### src/rtl/spi_pin_conditioner.sv
// spi_pin_conditioner: front end for the SPI fsm. Each raw, asynchronous SPI pin
// (sclk, cs, mosi) is synchronized into the clk domain, glitch filtered, and
// presented as a clean level plus single-cycle edge pulses.
//
// Optional build macro: SPI_GLITCH_COUNT_EN. When defined, glitch_cnt counts
// rejected glitches (saturating at 255). When undefined, glitch_cnt is tied to 0.
//
// Ports:
//   clk           system clock, all state on the rising edge
//   rst_n         asynchronous active-low reset
//   sclk_pin      raw SPI clock pin
//   cs_pin        raw chip select pin (active low)
//   mosi_pin      raw MOSI pin
//   sclk_clean    conditioned SCLK level
//   sclk_posedge  one-cycle pulse when sclk_clean goes 0->1
//   sclk_negedge  one-cycle pulse when sclk_clean goes 1->0
//   cs_clean      conditioned CS level
//   cs_fall       one-cycle pulse when cs_clean goes 1->0 (frame start)
//   cs_rise       one-cycle pulse when cs_clean goes 0->1 (frame end)
//   mosi_clean    conditioned MOSI level
//   glitch_cnt    rejected-glitch count
module spi_pin_conditioner #(
    parameter int unsigned N_STAGES     = 2,
    parameter int unsigned DEBOUNCE_CNT = 3,
    parameter int unsigned CNT_W        = 4
) (
    input  logic       clk,
    input  logic       rst_n,
    input  logic       sclk_pin,
    input  logic       cs_pin,
    input  logic       mosi_pin,
    output logic       sclk_clean,
    output logic       sclk_posedge,
    output logic       sclk_negedge,
    output logic       cs_clean,
    output logic       cs_fall,
    output logic       cs_rise,
    output logic       mosi_clean,
    output logic [7:0] glitch_cnt
);

    localparam int unsigned NCH = 3;
    // Channel order: 0 = sclk, 1 = cs, 2 = mosi. Idle levels: sclk 0, cs 1, mosi 0.
    localparam logic [NCH-1:0] IDLE_LVL = 3'b010;
    localparam logic [CNT_W-1:0] CNT_LAST = CNT_W'(DEBOUNCE_CNT - 1);

    logic [NCH-1:0]                pins;
    logic [NCH-1:0][N_STAGES-1:0]  sync_q;
    logic [NCH-1:0][CNT_W-1:0]     cnt_q;
    logic [NCH-1:0]                clean_q;
    logic [NCH-1:0]                sync_out;
    logic [NCH-1:0]                accept;
    // Edge pulses are only needed for sclk and cs.
    logic [1:0]                    rise_q;
    logic [1:0]                    fall_q;

    assign pins = {mosi_pin, cs_pin, sclk_pin};

    always_comb begin
        sync_out = '0;
        accept   = '0;
        for (int c = 0; c < NCH; c++) begin
            sync_out[c] = sync_q[c][N_STAGES-1];
            // New level has persisted DEBOUNCE_CNT cycles: take it this edge.
            accept[c]   = (sync_out[c] != clean_q[c]) && (cnt_q[c] == CNT_LAST);
        end
    end

    always_ff @(posedge clk or negedge rst_n) begin
        if (!rst_n) begin
            for (int c = 0; c < NCH; c++) begin
                sync_q[c] <= {N_STAGES{IDLE_LVL[c]}};
            end
            cnt_q   <= '0;
            clean_q <= IDLE_LVL;
            rise_q  <= '0;
            fall_q  <= '0;
        end else begin
            for (int c = 0; c < NCH; c++) begin
                sync_q[c] <= {sync_q[c][N_STAGES-2:0], pins[c]};
                if (sync_out[c] == clean_q[c]) begin
                    cnt_q[c] <= '0;
                end else if (accept[c]) begin
                    clean_q[c] <= sync_out[c];
                    cnt_q[c]   <= '0;
                end else begin
                    cnt_q[c] <= cnt_q[c] + 1'b1;
                end
            end
            // Pulse is registered alongside clean, so it marks the first new-level cycle.
            for (int c = 0; c < 2; c++) begin
                rise_q[c] <= accept[c] & sync_out[c];
                fall_q[c] <= accept[c] & ~sync_out[c];
            end
        end
    end

    assign sclk_clean   = clean_q[0];
    assign sclk_posedge = rise_q[0];
    assign sclk_negedge = fall_q[0];
    assign cs_clean     = clean_q[1];
    assign cs_fall      = fall_q[1];
    assign cs_rise      = rise_q[1];
    assign mosi_clean   = clean_q[2];

`ifdef SPI_GLITCH_COUNT_EN
    logic [NCH-1:0] glitch;
    logic [8:0]     glitch_sum;
    logic [7:0]     glitch_q;

    always_comb begin
        glitch = '0;
        // A glitch is a return to the clean level before the debounce count completed.
        for (int c = 0; c < NCH; c++) begin
            glitch[c] = (sync_out[c] == clean_q[c]) && (cnt_q[c] != '0);
        end
        glitch_sum = {1'b0, glitch_q} + 9'(glitch[0]) + 9'(glitch[1]) + 9'(glitch[2]);
    end

    always_ff @(posedge clk or negedge rst_n) begin
        if (!rst_n) begin
            glitch_q <= '0;
        end else begin
            glitch_q <= glitch_sum[8] ? 8'hFF : glitch_sum[7:0];
        end
    end

    assign glitch_cnt = glitch_q;
`else
    assign glitch_cnt = '0;
`endif

endmodule

### config.mk
export PLATFORM = sky130hd
export DESIGN_NAME = spi_pin_conditioner
export DESIGN_NICKNAME = d
export VERILOG_FILES = /design/src/rtl/spi_pin_conditioner.sv
export SDC_FILE = /design/constraint.sdc
export NUM_CORES = 1
export LEC_CHECK = 0
export CAP_MARGIN = 20
export CORE_MARGIN = 2
export CORE_UTILIZATION = 24
export CTS_BUF_LIST = sky130_fd_sc_hd__clkbuf_16
export CTS_CLUSTER_DIAMETER = 200
export CTS_CLUSTER_SIZE = 20
export DETAILED_ROUTE_END_ITERATION = 8
export PLACE_DENSITY = 0.54
export SLEW_MARGIN = 5
export SYNTH_ARGS = -nofsm -noshare
export SYNTH_HDL_FRONTEND = slang
export SYNTH_SLANG_ARGS = --single-unit
### constraint.sdc
create_clock -name clk -period 1.76 [get_ports clk]
set_input_delay 0.352 -clock clk [delete_from_list [all_inputs] [get_ports clk]]
set_output_delay 0.352 -clock clk [all_outputs]
set_load 0.03 [all_outputs]
Word-level counts from Yosys, hierarchy flattened
Cells that the tools add are included.

storage, ports and cells
  bits in registers = 25
  bits of input ports = 5
  word-level logic and storage cells = 44

cells by class
  $add $sub $neg = 3
  equality and inequality tests = 9
  mux-type cells = 6
  bitwise logic cells = 9
  reduce and logical (&&, ||, !) cells = 6

operators by type and width
  kind                   number
  $mux W4                6
  $add A4 B1 Y4 const B  3
  $eq A4 B2 Y1 const B   3
  $reduce_and A2 Y1      3
  $not A1 Y1             5
  $and A1 B1 Y1          4
  $eq A1 B1 Y1           3
  $logic_and A1 B1 Y1    3
  $ne A1 B1 Y1           3

Logic depth before layout (Yosys ltp)
Gate-level depths: netlist of run 1.

  word-level depth = 4
  gate-level depth with buffers = 5
  mapped depth without buffers = 5

Least setup slack after synthesis of run 1
Ideal clock, no wire load.

  path kind = reg2reg
  from = reg cnt_q[0] in the netlist's numbering
  to = reg clean_q[0]
  setup time = 125 ps
  arrival = 1242 ps
  setup slack = 393 ps
  cell stages (with the launch flop) = 5
  path buffers = 0
  cell sequence = dfrtp_1 inv_1 ha_1 or3b_4 mux2_4

on the way
  longest elaborated chain between the ends = 3

ends and longest elaborated chain
  element                             line  text
  from (decl)                         49    logic [NCH-1:0][CNT_W-1:0] cnt_q;
  from (signal, indexed assignment)   87    cnt_q[c] <= cnt_q[c] + 1'b1;
  $eq A4 B2 Y1                        65    accept[c] = (sync_out[c] != clean_q[c]) && (cnt_q[c] == CNT_LAST);
  $logic_and A1 B1 Y1                 65
  $reduce_and A2 Y1 (no source line)  --
  to (signal, indexed assignment)     84    clean_q[c] <= sync_out[c];
  to (decl)                           50    logic [NCH-1:0] clean_q;

No other way between the ends.
A chain may end at the register's enable or synchronous reset.

Worst setup path after layout of run 1
  from = reg clean_q[2]
  to = out mosi_clean

RTL lines
  element    line  text
  to (decl)  38    output logic mosi_clean,

No word-level cell between the ends.

==> results.yml, run 1 <==
routing:
  drtIter0Drc: 28
  vias: 544
  wirelength_um: 1390
  drc: 0
  avgRoutedWirePerCell_um: 9.57
  detail-route-antenna-nets: 0
  first_pass_iters: 2
  via_per_inst: 3.75
floorplan:
  die_y_um: 69.6
  die_area_sq_um: 4850
  die_x_um: 69.6
  core_sq_um: 4090
  initial_core_util_pct: 25.3
  std_cell_rows: 23
  io_pins: 20
critical_path:
  cp-start-kind: "register"
  critPathTopFamily: "buffers and inverters"
  crit_type: "register to output port"
  worst-path-buf-inv: 1
  worstPathRequired_ns: 1.41
  cp-end-kind: "output port"
  cp_max_fo: 3
  cp_slowest_cell: "clkdlybuf4s50_1"
  cpPeakStageDelay_ns: 0.68
  arrival_ns: 1.30
  crit_path_cell_trace: "clkdlybuf4s50_1"
final_layout:
  instances_no_fill: 145
  fin_util_pct: 30.8
  fin_nets: 107
  stdcell_area_sq_um: 1260
  mostFrequentLayoutCells: "dfrtp_1, nor2_1, clkdlybuf4s50_1, conb_1"
  diodes: 0
  fill_cells: 419
  drive_above_1_share_pct: 12.6
  final_common_cell: "dfrtp_1"
  syn2layout_area_growth_pct: 21.9
clock_network:
  root_buffer: "clkbuf_16"
  tritoncts: "built"
  path_clk_slew_ns: 0.06
  htree_levels: 1
  clk_path_buf_depth: 2
  numCtsBuffers: 3
  cts_sinks: 25
  worstSkewPairLatency_ns: 0.25
global_route:
  grt_use_met1_pct: 7.71
  gr-total-overflow: 0
  first_global_vias: 554
  track_usage_pct: 6.52
  grt_pass1_wl_um: 2520
  grt_max_degree: 26
  grt_busiest_layer: "met2"
  gr-usage-met3_pct: 3.63
  met2_usage_pct: 10.5
  antenna_found_initial: 0
sta:
  finalClockSkew_ns: 0.00178
  finalSetupViolations: 0
  fin_crit_ns: 1.65
  hold_violations: 0
  finalWorstSetupSlack_ns: 0.107
  max_clock_freq_ghz: 0.605
  setup_tns_ns: 0
  finalMaxSlewViolations: 0
  fin_crit_sh_pct: 93.9
  holdWs_ns: 0.350
  grt_setup_unrepaired: "false"
place:
  placed_area_sq_um: 1180
  place_ws_ns: 0.178
  dp_hpwl_um: 993
  routabilityCongestion: 0.608
  place_inst: 141
  port_buffers: 11
synthesis:
  ys_types: 16
  syn_area_per_cell_sq_um: 12.9
  syn_area_sq_um: 1030
  seq_area_frac_synth_pct: 60.9
  syn_inst: 80
  yosys_register_bits: 25
  yosys_warnings: 0
run_status:
  outcome: "finished, final reports clean"
pwr:
  power_density_nw_per_um2: 1460
  peakVddDrop_mv: 0.790
  p_leak_nw: 0.604
  total_power_mw: 1.83
job:
  cap_viol_max_count: 0
min_path:
  worst_hold_path_type: "register to register"
## synth_stat cells, drive strengths merged
| cell type | count | area (sq um) |
|---|---|---|
| ha | 6 | 75.1 |
| buf | 8 | 60.1 |
| nand3 | 3 | 15.0 |
| nand2b | 1 | 6.26 |
| inv | 3 | 11.3 |
| or3b | 2 | 22.5 |
| conb | 1 | 3.75 |
| nand2 | 2 | 7.51 |
| dfstp | 3 | 78.8 |
| nor3b | 5 | 37.5 |
| nor2 | 12 | 45.0 |
| mux2 | 3 | 41.3 |
| xnor2 | 3 | 26.3 |
| dfrtp | 22 | 551 |
| xor2 | 6 | 52.6 |
## layout make-up
class                           count  area, sq um  share of cell area (%)
Tap cell                           50         62.6                    4.97
Timing Repair Buffer               12          119                    9.43
Sequential cell                    25          629                    50.0
Clock buffer                        3         75.1                    5.96
Inverter                            3         11.3                   0.894
Clock inverter                      1         3.75                   0.298
Multi-Input combinational cell     51          359                    28.5
## flip-flops by register name, indices dropped and copies added (netlist names)
signal,cells
fall_q,2
sync_q,3
sync_out,3
clean_q,3
cnt_q,12
rise_q,2
## metal layers
metal	vias up	share of wire, %
met5	-	0
met4	0	0.43
met3	2	6.9
met2	20	48
met1	255	45
li1	267	-
## kinds of logic after synthesis
family | after synthesis | share of synthesized area, %
adder cells (fa/ha/maj) | 6 | 7.26
AND/OR/NAND/NOR | 25 | 13.0
other | 1 | 0.363
XOR/XNOR | 9 | 7.63
multiplexers | 3 | 4.00
flip-flops | 25 | 60.9
buffers and inverters | 11 | 6.90
## worst paths after layout
check,startpoint,end,slack [ns],cells past startpoint
min,sync_q[0]$_DFF_PN0_,sync_out[0]$_DFF_PN0_,0.35,0
max in group asynchronous,rst_n,clean_q[1]$_DFFE_PN1P_,1.01,2
min reg2reg,sync_q[0]$_DFF_PN0_,sync_out[0]$_DFF_PN0_,0.35,0
max reg2reg,cnt_q[0]$_DFF_PN0_,clean_q[0]$_DFFE_PN0P_,0.31,4
max,clean_q[2]$_DFFE_PN0P_,mosi_clean,0.11,1
min in group asynchronous,rst_n,sync_q[0]$_DFF_PN0_,0.46,2
## power by group
group	leakage [nW]	switching, mW	internal (mW)
combinational	0.244	0.289	0.245
sequential	0.318	0.114	0.708
clock	0.0423	0.175	0.303
total	0.604	0.579	1.26
## timing repair
action | CTS | global route
endpoints found under the setup margin | 1 | 1
hold buffers | 0 | 0
setup buffers | 0 | 0
gates resized for setup | 1 | 1
No activity file was read; power rests on OpenSTA's default activity.
==> run 2, diff against run 1 <==
--- a/config.mk
+++ b/config.mk
@@ -10,9 +10,9 @@
 export CORE_UTILIZATION = 24
 export CTS_BUF_LIST = sky130_fd_sc_hd__clkbuf_16
 export CTS_CLUSTER_DIAMETER = 200
-export CTS_CLUSTER_SIZE = 20
 export DETAILED_ROUTE_END_ITERATION = 8
 export PLACE_DENSITY = 0.54
+export SETUP_SLACK_MARGIN = 0.5
 export SLEW_MARGIN = 5
 export SYNTH_ARGS = -nofsm -noshare
 export SYNTH_HDL_FRONTEND = slang
==> run 2 against run 1 <==
Cell count grew 5.5%; critical path depth grew 3; combinational power grew 39%; clock power grew 2%; count of clock-buffer cells in the layout is the same; fmax grew 19%; non-clock buffer count grew 8; flip-flop and latch count is the same; largest power group unchanged; die area is the same; first-iteration DRC count shrank 18%; routed wire length grew 11%; sequential share of layout area shrank 3.4 points.
==> results.yml, run 2 (same netlist as run 1, synthesis figures left out) <==
sta:
  setup_tns_ns: 0
  finalMaxSlewViolations: 0
  fin_crit_ns: 1.39
  grt_setup_unrepaired: "true"
  finalClockSkew_ns: 0.00288
  hold_violations: 0
  finalSetupViolations: 0
  max_clock_freq_ghz: 0.720
  fin_crit_sh_pct: 78.9
global_route:
  first_global_vias: 604
  gr-total-overflow: 0
  met2_usage_pct: 10.8
  grt_busiest_layer: "met2"
  grt_use_met1_pct: 9.07
  gr-usage-met3_pct: 3.63
  grt_max_degree: 26
  grt_pass1_wl_um: 2750
  antenna_found_initial: 0
  track_usage_pct: 7.25
pwr:
  power_switching_share_pct: 32.2
  p_seq_share_pct: 39.7
  pwr-share-clk_pct: 23.8
  p_sw_mw: 0.657
  internal_power_mw: 1.38
  combPwrFrac_pct: 36.5
  power_density_nw_per_um2: 1510
  p_leak_nw: 0.654
  total_power_mw: 2.04
  peakVddDrop_mv: 0.730
critical_path:
  rr_endpoint: "clean_q[0]$_DFFE_PN0P_"
  cp-start-kind: "register"
  reg2reg_slack_ns: 0.37
  crit_path_cell_trace: "inv_2 > ha_4 > or3b_4 > mux2_4"
  critPathTopFamily: "simple AND/OR/NAND/NOR gates"
  worstPathRequired_ns: 1.90
  cpPeakStageDelay_ns: 0.40
  cp-end-kind: "register"
  cp_slowest_cell: "or3b_4"
  arrival_ns: 1.53
  crit_type: "register to register"
  cp_max_fo: 4
  crit_path_start: "cnt_q[0]$_DFF_PN0_"
  worst-path-buf-inv: 1
  r2r_cells: 4
  endpoint: "clean_q[0]$_DFFE_PN0P_"
  cp.depth: 4
  regToRegStartpoint: "cnt_q[0]$_DFF_PN0_"
clock_network:
  hold_buffers: 0
  root_buffer: "clkbuf_16"
  numCtsBuffers: 3
  cts_sinks: 25
  path_clk_slew_ns: 0.06
  worstSkewPairLatency_ns: 0.25
  tritoncts: "built"
  htree_levels: 1
  clk_path_buf_depth: 2
floorplan:
  std_cell_rows: 23
  die_x_um: 69.6
  io_pins: 20
  core_sq_um: 4090
  initial_core_util_pct: 25.3
  die_y_um: 69.6
  die_area_sq_um: 4850
job:
  cap_viol_max_count: 0
final_layout:
  mostFrequentLayoutCells: "dfrtp_1, nor2_1, buf_4, conb_1, xor2_1"
  drive_above_1_share_pct: 36.9
  largest_reg_flops: 12
  diodes: 0
  fin_nets: 115
  fin_util_pct: 33.1
  max_flop_register: "cnt_q"
  syn2layout_area_growth_pct: 30.9
  fill_cells: 417
  final_common_cell: "dfrtp_1"
routing:
  drtIter0Drc: 23
  detail-route-antenna-nets: 0
  avgRoutedWirePerCell_um: 10.1
  wirelength_um: 1540
  first_pass_iters: 2
  via_per_inst: 3.82
  drc: 0
  vias: 584
min_path:
  worst_hold_path_type: "register to register"
  worstHoldStart: "sync_q[4]$_DFF_PN0_"
place:
  port_buffers: 11
  dp_hpwl_um: 1020
  routabilityCongestion: 0.585
run_status:
  outcome: "finished, final reports clean"
## run 2: cell types whose count changed in the layout (fill, tap and decap cells not counted), moves of 3 or more
| cell | delta |
|---|---|
| nor2_2 | +3 |
| buf_2 | +5 |
| nor2_1 | -3 |
| nor3b_2 | +3 |
| nor3b_1 | -4 |
| clkdlybuf4s50_1 | -5 |
| buf_4 | +8 |
## run 2: routing by layer
layer,up-vias,wire (um)
met5,-,0
met4,0,10
met3,2,108
met2,20,725
met1,281,697
li1,281,-
## run 2: worst min-delay path by stage
stage                                  end  slack (ns)  cells after the start
floorplan           clean_q[0]$_DFFE_PN0P_        0.06                      0
global placement     sync_out[2]$_DFF_PN0_        0.33                      0
detailed placement   sync_out[2]$_DFF_PN0_        0.34                      0
CTS                  sync_out[2]$_DFF_PN0_        0.35                      0
global route         sync_out[2]$_DFF_PN0_        0.35                      0
finish               sync_out[2]$_DFF_PN0_        0.36                      0
## run 2: through the flow
| stage | worst slack [ns] | cell area, sq um | instances | hold WS [ns] |
|---|---|---|---|---|
| finish | 0.371 | 1350 | 153 | 0.355 |
| global route | 0.330 | 1350 | 153 | 0.355 |
| CTS | 0.367 | 1270 | 148 | 0.350 |
| detailed placement | 0.177 | 1180 | 141 | 0.336 |
| global placement | 0.197 | 1180 | 141 | 0.333 |
| floorplan | 0.393 | 1060 | 87 | 0.0564 |
## run 2: repair_timing
action	4_1_cts	5_1_grt
setup endpoints to repair	26	23
buffers inserted	3	5
pin swaps	0	3
resized for setup	34	20
## run 2: layout make-up
cell class | instances | area [sq um] | area share (%)
repair buffers | 20 | 151 | 11.2
inverters | 3 | 11.3 | 0.833
flip-flops and latches | 25 | 629 | 46.5
clock inverters | 1 | 3.75 | 0.278
multi-input cells | 51 | 419 | 31.0
well taps | 50 | 62.6 | 4.63
clock buffers | 3 | 75.1 | 5.55
## run 2: power by group through the flow
stage	sequential [mW]	clock (mW)	combinational, mW
floorplan	0.901	0	0.313
global placement	0.821	0	0.538
detailed placement	0.832	0	0.552
CTS	0.809	0.506	0.588
global route	0.829	0.532	0.821
finish	0.810	0.486	0.744
